<file path="src/rtl/i2c_master_arbiter_if.sv">
// Requester and i2c_master side signals of i2c_master_arbiter.
// The master modport is the arbiter's view; slave is the environment's.
interface i2c_master_arbiter_if #(
    parameter int NUM_REQ    = 4,
    parameter int DATA_WIDTH = 16
);
    logic [NUM_REQ-1:0]            req_valid;
    logic [NUM_REQ-1:0]            req_read;
    logic [7*NUM_REQ-1:0]          req_chip_addr;
    logic [8*NUM_REQ-1:0]          req_reg_addr;
    logic [DATA_WIDTH*NUM_REQ-1:0] req_data;
    logic [NUM_REQ-1:0]            req_ack;
    logic [NUM_REQ-1:0]            rsp_valid;
    logic [DATA_WIDTH-1:0]         rsp_data;
    logic [3:0]                    rsp_status;
    logic [6:0]                    m_chip_addr;
    logic [7:0]                    m_reg_addr;
    logic [DATA_WIDTH-1:0]         m_data_in;
    logic                          m_write_en;
    logic                          m_read_en;
    logic                          m_busy;
    logic                          m_done;
    logic [3:0]                    m_status;
    logic [DATA_WIDTH-1:0]         m_data_out;
    logic                          busy;

    modport master (
        input  req_valid, req_read, req_chip_addr,
        input  req_reg_addr, req_data,
        input  m_busy, m_done, m_status, m_data_out,
        output req_ack, rsp_valid, rsp_data, rsp_status,
        output m_chip_addr, m_reg_addr, m_data_in,
        output m_write_en, m_read_en, busy
    );

    modport slave (
        output req_valid, req_read, req_chip_addr,
        output req_reg_addr, req_data,
        output m_busy, m_done, m_status, m_data_out,
        input  req_ack, rsp_valid, rsp_data, rsp_status,
        input  m_chip_addr, m_reg_addr, m_data_in,
        input  m_write_en, m_read_en, busy
    );
endinterface

</file>
<file path="src/rtl/i2c_master_arbiter.sv">
// Round-robin front end sharing one i2c_master among NUM_REQ
// requesters, one transfer at a time, with a start timeout.
module i2c_master_arbiter #(
    parameter int NUM_REQ       = 4,
    parameter int DATA_WIDTH    = 16,
    parameter int START_TIMEOUT = 64
) (
    input  logic                 clk,
    input  logic                 reset,
    i2c_master_arbiter_if.master bus
);
    localparam int IW = $clog2(NUM_REQ);
    localparam int SW = IW + 1;
    localparam int TW = $clog2(START_TIMEOUT + 1);

    typedef enum logic [2:0] {
        IDLE, ISSUE, WAIT_START, WAIT_DONE, RESP
    } state_t;

    state_t                state_q;
    logic [IW-1:0]         rr_ptr_q;
    logic [IW-1:0]         grant_q;
    logic [TW-1:0]         tmo_q;
    logic                  read_q;
    logic [NUM_REQ-1:0]    ack_q;
    logic [NUM_REQ-1:0]    rsp_valid_q;
    logic [6:0]            chip_q;
    logic [7:0]            reg_q;
    logic [DATA_WIDTH-1:0] wdata_q;
    logic [DATA_WIDTH-1:0] rdata_q;
    logic [3:0]            status_q;
    logic                  wen_q;
    logic                  ren_q;
    logic                  busy_q;

    logic                  found_d;
    logic [IW-1:0]         grant_d;
    logic [SW-1:0]         idx_d;
    logic                  read_d;
    logic [6:0]            chip_d;
    logic [7:0]            reg_d;
    logic [DATA_WIDTH-1:0] wdata_d;

    // Scan downward so the last hit is the nearest one at/after rr_ptr.
    always_comb begin
        found_d = 1'b0;
        grant_d = '0;
        idx_d   = '0;
        for (int k = NUM_REQ - 1; k >= 0; k--) begin
            idx_d = {1'b0, rr_ptr_q} + SW'(k);
            if (idx_d >= SW'(NUM_REQ))
                idx_d = idx_d - SW'(NUM_REQ);
            if (bus.req_valid[idx_d[IW-1:0]]) begin
                found_d = 1'b1;
                grant_d = idx_d[IW-1:0];
            end
        end
    end

    always_comb begin
        read_d  = 1'b0;
        chip_d  = '0;
        reg_d   = '0;
        wdata_d = '0;
        for (int i = 0; i < NUM_REQ; i++) begin
            if (grant_d == IW'(i)) begin
                read_d  = bus.req_read[i];
                chip_d  = bus.req_chip_addr[7*i +: 7];
                reg_d   = bus.req_reg_addr[8*i +: 8];
                wdata_d = bus.req_data[DATA_WIDTH*i +: DATA_WIDTH];
            end
        end
    end

    always_ff @(posedge clk) begin
        if (!reset) begin
            state_q     <= IDLE;
            rr_ptr_q    <= '0;
            grant_q     <= '0;
            tmo_q       <= '0;
            read_q      <= 1'b0;
            ack_q       <= '0;
            rsp_valid_q <= '0;
            chip_q      <= '0;
            reg_q       <= '0;
            wdata_q     <= '0;
            rdata_q     <= '0;
            status_q    <= '0;
            wen_q       <= 1'b0;
            ren_q       <= 1'b0;
            busy_q      <= 1'b0;
        end else begin
            ack_q       <= '0;
            rsp_valid_q <= '0;
            wen_q       <= 1'b0;
            ren_q       <= 1'b0;
            unique case (state_q)
                IDLE: begin
                    if (found_d) begin
                        grant_q <= grant_d;
                        read_q  <= read_d;
                        chip_q  <= chip_d;
                        reg_q   <= reg_d;
                        wdata_q <= wdata_d;
                        ack_q   <= NUM_REQ'(1) << grant_d;
                        busy_q  <= 1'b1;
                        state_q <= ISSUE;
                    end
                end
                // Command pulse is registered: it shows in the cycle after ack.
                ISSUE: begin
                    wen_q   <= ~read_q;
                    ren_q   <= read_q;
                    tmo_q   <= '0;
                    state_q <= WAIT_START;
                end
                WAIT_START: begin
                    if (bus.m_busy) begin
                        state_q <= WAIT_DONE;
                    end else if (tmo_q == TW'(START_TIMEOUT - 1)) begin
                        rdata_q     <= '0;
                        status_q    <= 4'hF;
                        rsp_valid_q <= NUM_REQ'(1) << grant_q;
                        state_q     <= RESP;
                    end else begin
                        tmo_q <= tmo_q + 1'b1;
                    end
                end
                WAIT_DONE: begin
                    if (bus.m_done || !bus.m_busy) begin
                        rdata_q     <= bus.m_data_out;
                        status_q    <= bus.m_status;
                        rsp_valid_q <= NUM_REQ'(1) << grant_q;
                        state_q     <= RESP;
                    end
                end
                RESP: begin
                    rr_ptr_q <= (grant_q == IW'(NUM_REQ - 1)) ?
                                '0 : grant_q + 1'b1;
                    busy_q   <= 1'b0;
                    state_q  <= IDLE;
                end
                default: state_q <= IDLE;
            endcase
        end
    end

    assign bus.req_ack     = ack_q;
    assign bus.rsp_valid   = rsp_valid_q;
    assign bus.rsp_data    = rdata_q;
    assign bus.rsp_status  = status_q;
    assign bus.m_chip_addr = chip_q;
    assign bus.m_reg_addr  = reg_q;
    assign bus.m_data_in   = wdata_q;
    assign bus.m_write_en  = wen_q;
    assign bus.m_read_en   = ren_q;
    assign bus.busy        = busy_q;
endmodule

</file>
<file path="src/flat_wrapper.sv">
// flat-port wrapper written by rule: the top's interface ports become plain ports
module i2c_master_arbiter_flat 
#(
    parameter int NUM_REQ       = 4,
    parameter int DATA_WIDTH    = 16,
    parameter int START_TIMEOUT = 64
)
  (clk, reset, bus_req_valid, bus_req_read, bus_req_chip_addr, bus_req_reg_addr, bus_req_data, bus_m_busy, bus_m_done, bus_m_status, bus_m_data_out, bus_req_ack, bus_rsp_valid, bus_rsp_data, bus_rsp_status, bus_m_chip_addr, bus_m_reg_addr, bus_m_data_in, bus_m_write_en, bus_m_read_en, bus_busy);
  i2c_master_arbiter_if #(.NUM_REQ(NUM_REQ), .DATA_WIDTH(DATA_WIDTH)) bus_i ();
  input  logic clk;
  input  logic reset;
  input wire logic [$bits(bus_i.req_valid)-1:0] bus_req_valid;
  input wire logic [$bits(bus_i.req_read)-1:0] bus_req_read;
  input wire logic [$bits(bus_i.req_chip_addr)-1:0] bus_req_chip_addr;
  input wire logic [$bits(bus_i.req_reg_addr)-1:0] bus_req_reg_addr;
  input wire logic [$bits(bus_i.req_data)-1:0] bus_req_data;
  input wire logic [$bits(bus_i.m_busy)-1:0] bus_m_busy;
  input wire logic [$bits(bus_i.m_done)-1:0] bus_m_done;
  input wire logic [$bits(bus_i.m_status)-1:0] bus_m_status;
  input wire logic [$bits(bus_i.m_data_out)-1:0] bus_m_data_out;
  output wire logic [$bits(bus_i.req_ack)-1:0] bus_req_ack;
  output wire logic [$bits(bus_i.rsp_valid)-1:0] bus_rsp_valid;
  output wire logic [$bits(bus_i.rsp_data)-1:0] bus_rsp_data;
  output wire logic [$bits(bus_i.rsp_status)-1:0] bus_rsp_status;
  output wire logic [$bits(bus_i.m_chip_addr)-1:0] bus_m_chip_addr;
  output wire logic [$bits(bus_i.m_reg_addr)-1:0] bus_m_reg_addr;
  output wire logic [$bits(bus_i.m_data_in)-1:0] bus_m_data_in;
  output wire logic [$bits(bus_i.m_write_en)-1:0] bus_m_write_en;
  output wire logic [$bits(bus_i.m_read_en)-1:0] bus_m_read_en;
  output wire logic [$bits(bus_i.busy)-1:0] bus_busy;
  assign bus_i.req_valid = bus_req_valid;
  assign bus_i.req_read = bus_req_read;
  assign bus_i.req_chip_addr = bus_req_chip_addr;
  assign bus_i.req_reg_addr = bus_req_reg_addr;
  assign bus_i.req_data = bus_req_data;
  assign bus_i.m_busy = bus_m_busy;
  assign bus_i.m_done = bus_m_done;
  assign bus_i.m_status = bus_m_status;
  assign bus_i.m_data_out = bus_m_data_out;
  assign bus_req_ack = bus_i.req_ack;
  assign bus_rsp_valid = bus_i.rsp_valid;
  assign bus_rsp_data = bus_i.rsp_data;
  assign bus_rsp_status = bus_i.rsp_status;
  assign bus_m_chip_addr = bus_i.m_chip_addr;
  assign bus_m_reg_addr = bus_i.m_reg_addr;
  assign bus_m_data_in = bus_i.m_data_in;
  assign bus_m_write_en = bus_i.m_write_en;
  assign bus_m_read_en = bus_i.m_read_en;
  assign bus_busy = bus_i.busy;
  i2c_master_arbiter #(.NUM_REQ(NUM_REQ), .DATA_WIDTH(DATA_WIDTH), .START_TIMEOUT(START_TIMEOUT)) u_core (.clk(clk), .reset(reset), .bus(bus_i));
endmodule
</file>
<file path="config.mk">
export PLATFORM = sky130hd
export DESIGN_NAME = i2c_master_arbiter_flat
export DESIGN_NICKNAME = d
export VERILOG_FILES = /design/src/rtl/i2c_master_arbiter_if.sv /design/src/rtl/i2c_master_arbiter.sv /design/src/flat_wrapper.sv
export SDC_FILE = /design/constraint.sdc
export NUM_CORES = 1
export LEC_CHECK = 0
export BUFFER_PORTS_ARGS = -buffer_cell sky130_fd_sc_hd__buf_2
export CAP_MARGIN = 20
export CORE_MARGIN = 2
export CORE_UTILIZATION = 43
export DETAILED_ROUTE_END_ITERATION = 10
export PLACE_DENSITY_LB_ADDON = 0.12
export SLEW_MARGIN = 0
export SYNTH_ARGS = -nofsm -noshare
export SYNTH_HDL_FRONTEND = slang
export SYNTH_SLANG_ARGS = --single-unit
export TNS_END_PERCENT = 50
</file>
<file path="constraint.sdc">
create_clock -name clk -period 2.4 [get_ports clk]
set_input_delay 0.36 -clock clk [delete_from_list [all_inputs] [get_ports clk]]
set_output_delay 0.36 -clock clk [all_outputs]
set_load 0.01 [all_outputs]
</file>
==> Implementation_results.wiki <==
{| class="wikitable"
! Metric !! Value
|-
| Power per Cell Area || ~660 nW/um^2
|-
| Root Driver || sky130_fd_sc_hd__clkbuf_8
|-
| Final worst-path cycle share || 91.0%
|-
| Buffer count from post-CTS setup fixing || 0
|-
| Routed WL per cell || 16.0 um
|-
| Critical-path maximum fanout || 16
|-
| Unrepaired setup endpoints after global routing || false
|-
| Transition time of the tightest slew-check pin || 1.02 ns
|-
| Proportion of register bits with asynchronous set or reset after synthesis || 0%
|-
| Final net count || approximately 740
|-
| Final standard cell area without fillers || ~5000 sq um
|-
| Total net switching power || 945 uW
|-
| Total routing usage reported by global routing || 22.4%
|-
| Number of warning messages in the yosys log || 0
|-
| Count of flip-flops with a built-in enable after synthesis || 0
|-
| DRC || 0
|-
| CP Launch Point || u_core.tmo_q[0]
|-
| Max Clock Freq || 0.458 GHz
|-
| Number of DRC markers in iteration 0 || 110
|-
| Die area || 9100 sq um
|-
| Post-synthesis register bit count || between 70 and 80
|-
| Post-Place Worst Slack || 0.240 ns
|-
| H-Tree Level Count || 3
|-
| Leading area contributor after synthesis || sky130_fd_sc_hd__dfxtp_1
|-
| Setup clock skew after layout || 0.00766 ns
|-
| Half-perimeter wire length after detailed placement || 8240 um
|-
| Number of placement rows || 33
|-
| Initial core utilization || a little over two fifths
|-
| Crit path cell chain || ha_1 -> nand2b_1 -> nor3_1 -> o21a_1 -> nor2_1 -> a22o_1
|-
| Global route overflow || 0
|-
| Die extent in x || 95.4 um
|-
| Net switching share of the total power || 29.1%
|-
| Area after DPL || 4730 sq um
|-
| Post-layout min period || 2.18 ns
|-
| I/O Buffers || 217
|-
| Type of the worst setup path || register to register
|-
| Share of synthesized area occupied by flip-flops and latches || 42.9%
|-
| Critical register-to-register path startpoint || u_core.tmo_q[0]
|-
| Final Max Slew Viols || 0
|-
| First drt pass iteration count || 4
|-
| Buffers from clock root to sink, at most || 2
|-
| Final GP Congestion || around 0.8
|-
| Unique masters post-synth || 47
|-
| Number of vias per cell || 5.48
|-
| Clock-pin transition on the worst setup and hold timing paths || around 0.08 ns
|-
| Number of diodes || 0
|-
| Family with the most delay on the worst path || simple AND/OR/NAND/NOR gates
|-
| Number of antenna violations at the first check in global routing || 0
|-
| Number of clock sinks seen by CTS || 77
|-
| Core Footprint || 8180 sq um
|-
| TritonCTS clock tree || yes
|-
| Number of global-route vias before repair || 3290
|-
| Worst Setup End Kind || register
|-
| Mapped Nets || 534
|-
| Syn Std Cell Area || 3590 sq um
|-
| Type of the most critical hold path || input port to register
|-
| Crit path DAT || 2.47 ns
|-
| Buffering stage count on the worst path with inverters included || 0
|-
| Highest ir drop seen on vdd || roughly 0.33 mV
|-
| Residual antenna-violating net count after detailed routing || 0
|-
| Power share of the sequential group || roughly 46%
|-
| Synth Area per Inst || 9.63 sq um
|-
| # hold bufs at CTS || 0
|-
| Gates resized, CTS repair || 0
|-
| Crit path required time || 2.69 ns
|-
| Final wirelength || 11100 um
|-
| Relative max-transition margin || 32.1%
|-
| Slowest stage cell on the critical path || sky130_fd_sc_hd__nor2_1
|-
| Total via count in the routed design || 3784
|-
| Chip Height || 95.4 um
|-
| Crit start category || register
|-
| Final setup vio count || 0
|-
| Post-Syn Instances || around 370
|-
| Worst stage delay on the critical path || 0.80 ns
|-
| Wire length of the first global-routing pass || roughly 16000 um
|-
| Run status || completed
|-
| Most used DFF post-synth || sky130_fd_sc_hd__dfxtp_1
|-
| Max-cap check violation count || 0
|-
| Number of placed I/O pins || around 220
|-
| Internal power || about 2.3 mW
|-
| Final count of hold timing violations || 0
|-
| Fraction of layout instances using a drive strength above 1 || between 40% and 50%
|-
| Number of CTS-inserted buffers || 9
|-
| Synth top area share || 42.9%
|-
| Post-synthesis to final-layout area growth || 37.5%
|-
| Gate power share || 22.5%
|-
| Worst setup slack after layout || 0.217 ns
|-
| Total leakage power || 2.24 nW
|-
| Clk network pwr share || about a third
|-
| Clock latency on the worst-skew pair || 0.34 ns
|-
| Hold path startpoint || bus_m_data_out[10]
|-
| Synth top area cells || sky130_fd_sc_hd__dfxtp_1, sky130_fd_sc_hd__a32oi_1, sky130_fd_sc_hd__mux2i_1, sky130_fd_sc_hd__o211ai_1, sky130_fd_sc_hd__nand3_1
|-
| Maximum number of pins on one net before global-route repair || 62
|-
| Setup TNS Final || 0 ns
|}
kinds of logic after synthesis:
kind of cell,count (synthesis),synth area share (%)
AO/OA/AOI/OAI,124,26.8
flip-flops,77,42.9
XOR/XNOR,3,0.732
adder cells (fa/ha/maj),5,1.74
multiplexers,28,7.80
buffers and inverters,45,6.93
AND/OR/NAND/NOR,91,13.1
metrics by stage:
step                cells  total power, mW  utilization, %  hold WS [ns]
detailed placement    674             2.24            57.8         0.422
global route          690             3.42            60.4         0.205
CTS                   690             3.27            60.4         0.209
floorplan             373             1.91               -         0.403
global placement      674             2.23            57.8         0.434
finish                690             3.25            60.4         0.223
Yosys cell counts, drive strengths merged, types with 5 or more instances:
cell	n
a21oi	14
a22o	16
a32oi	32
and2	5
and3	7
buf	24
clkbuf	9
dfxtp	77
ha	5
inv	11
mux2i	28
nand2	10
nand3	32
nor2	18
nor3	8
o211ai	28
o21ai	7
o221a	5
o31ai	5
worst paths after layout:
| path | slack (ns) | depth (start not counted) | endpoint |
|---|---|---|---|
| hold / removal | 0.22 | 2 | u_core.bus.rsp_data[10] |
| setup / recovery | 0.22 | 6 | u_core.bus.rsp_data[9] |
| hold reg to reg | 0.44 | 2 | u_core.tmo_q[6] |
| setup reg to reg | 0.22 | 6 | u_core.bus.rsp_data[9] |
flip-flops by register name, indices dropped and copies added (netlist names):
register and count:
u_core.bus.rsp_data 16, u_core.bus.req_ack 4, u_core.bus.rsp_valid 4, u_core.tmo_q 7, u_core.bus.m_write_en 1, u_core.state_q 3
u_core.rr_ptr_q 2, u_core.bus.m_reg_addr 8, u_core.bus.busy 1, u_core.read_q 1, u_core.bus.m_data_in 16, u_core.bus.m_chip_addr 7
u_core.grant_q 2, u_core.bus.rsp_status 4, u_core.bus.m_read_en 1
cells in the final DEF (no fill, tap or decap), types with 8 or more instances in the layout:
master,instances
sky130_fd_sc_hd__a21oi_1,14
sky130_fd_sc_hd__nand3_1,32
sky130_fd_sc_hd__mux2i_1,28
sky130_fd_sc_hd__nand2_1,10
sky130_fd_sc_hd__nor3_1,8
sky130_fd_sc_hd__clkbuf_8,12
sky130_fd_sc_hd__a22o_1,16
sky130_fd_sc_hd__inv_1,11
sky130_fd_sc_hd__buf_4,10
sky130_fd_sc_hd__dfxtp_1,77
sky130_fd_sc_hd__o211ai_1,28
sky130_fd_sc_hd__a32oi_1,32
sky130_fd_sc_hd__nor2_1,16
sky130_fd_sc_hd__buf_2,217
power by group through the flow:
stage	logic (mW)	registers, mW	clock network (mW)
after floorplan	0.362	1.55	0
after global placement	0.725	1.51	0
after detailed placement	0.734	1.51	0
after CTS	0.736	1.48	1.05
after global routing	0.801	1.50	1.12
final	0.733	1.48	1.04
layer usage:
metal,track usage [%],vias up,wire length (um)
met3,5.61,18,905
met4,8.21,0,183
li1,-,1859,-
met1,28.3,1749,4770
met2,36.9,158,5200
met5,0,-,0
final cells by class:
class | instances | area (sq um)
multi-input cells | 251 | 1810
flip-flops and latches | 77 | 1540
repair buffers | 229 | 1200
clock buffers | 13 | 169
inverters | 12 | 45.0
clock inverters | 3 | 42.5
fillers | 776 | 3240
well taps | 105 | 131
(Power assumes the default switching activity.)
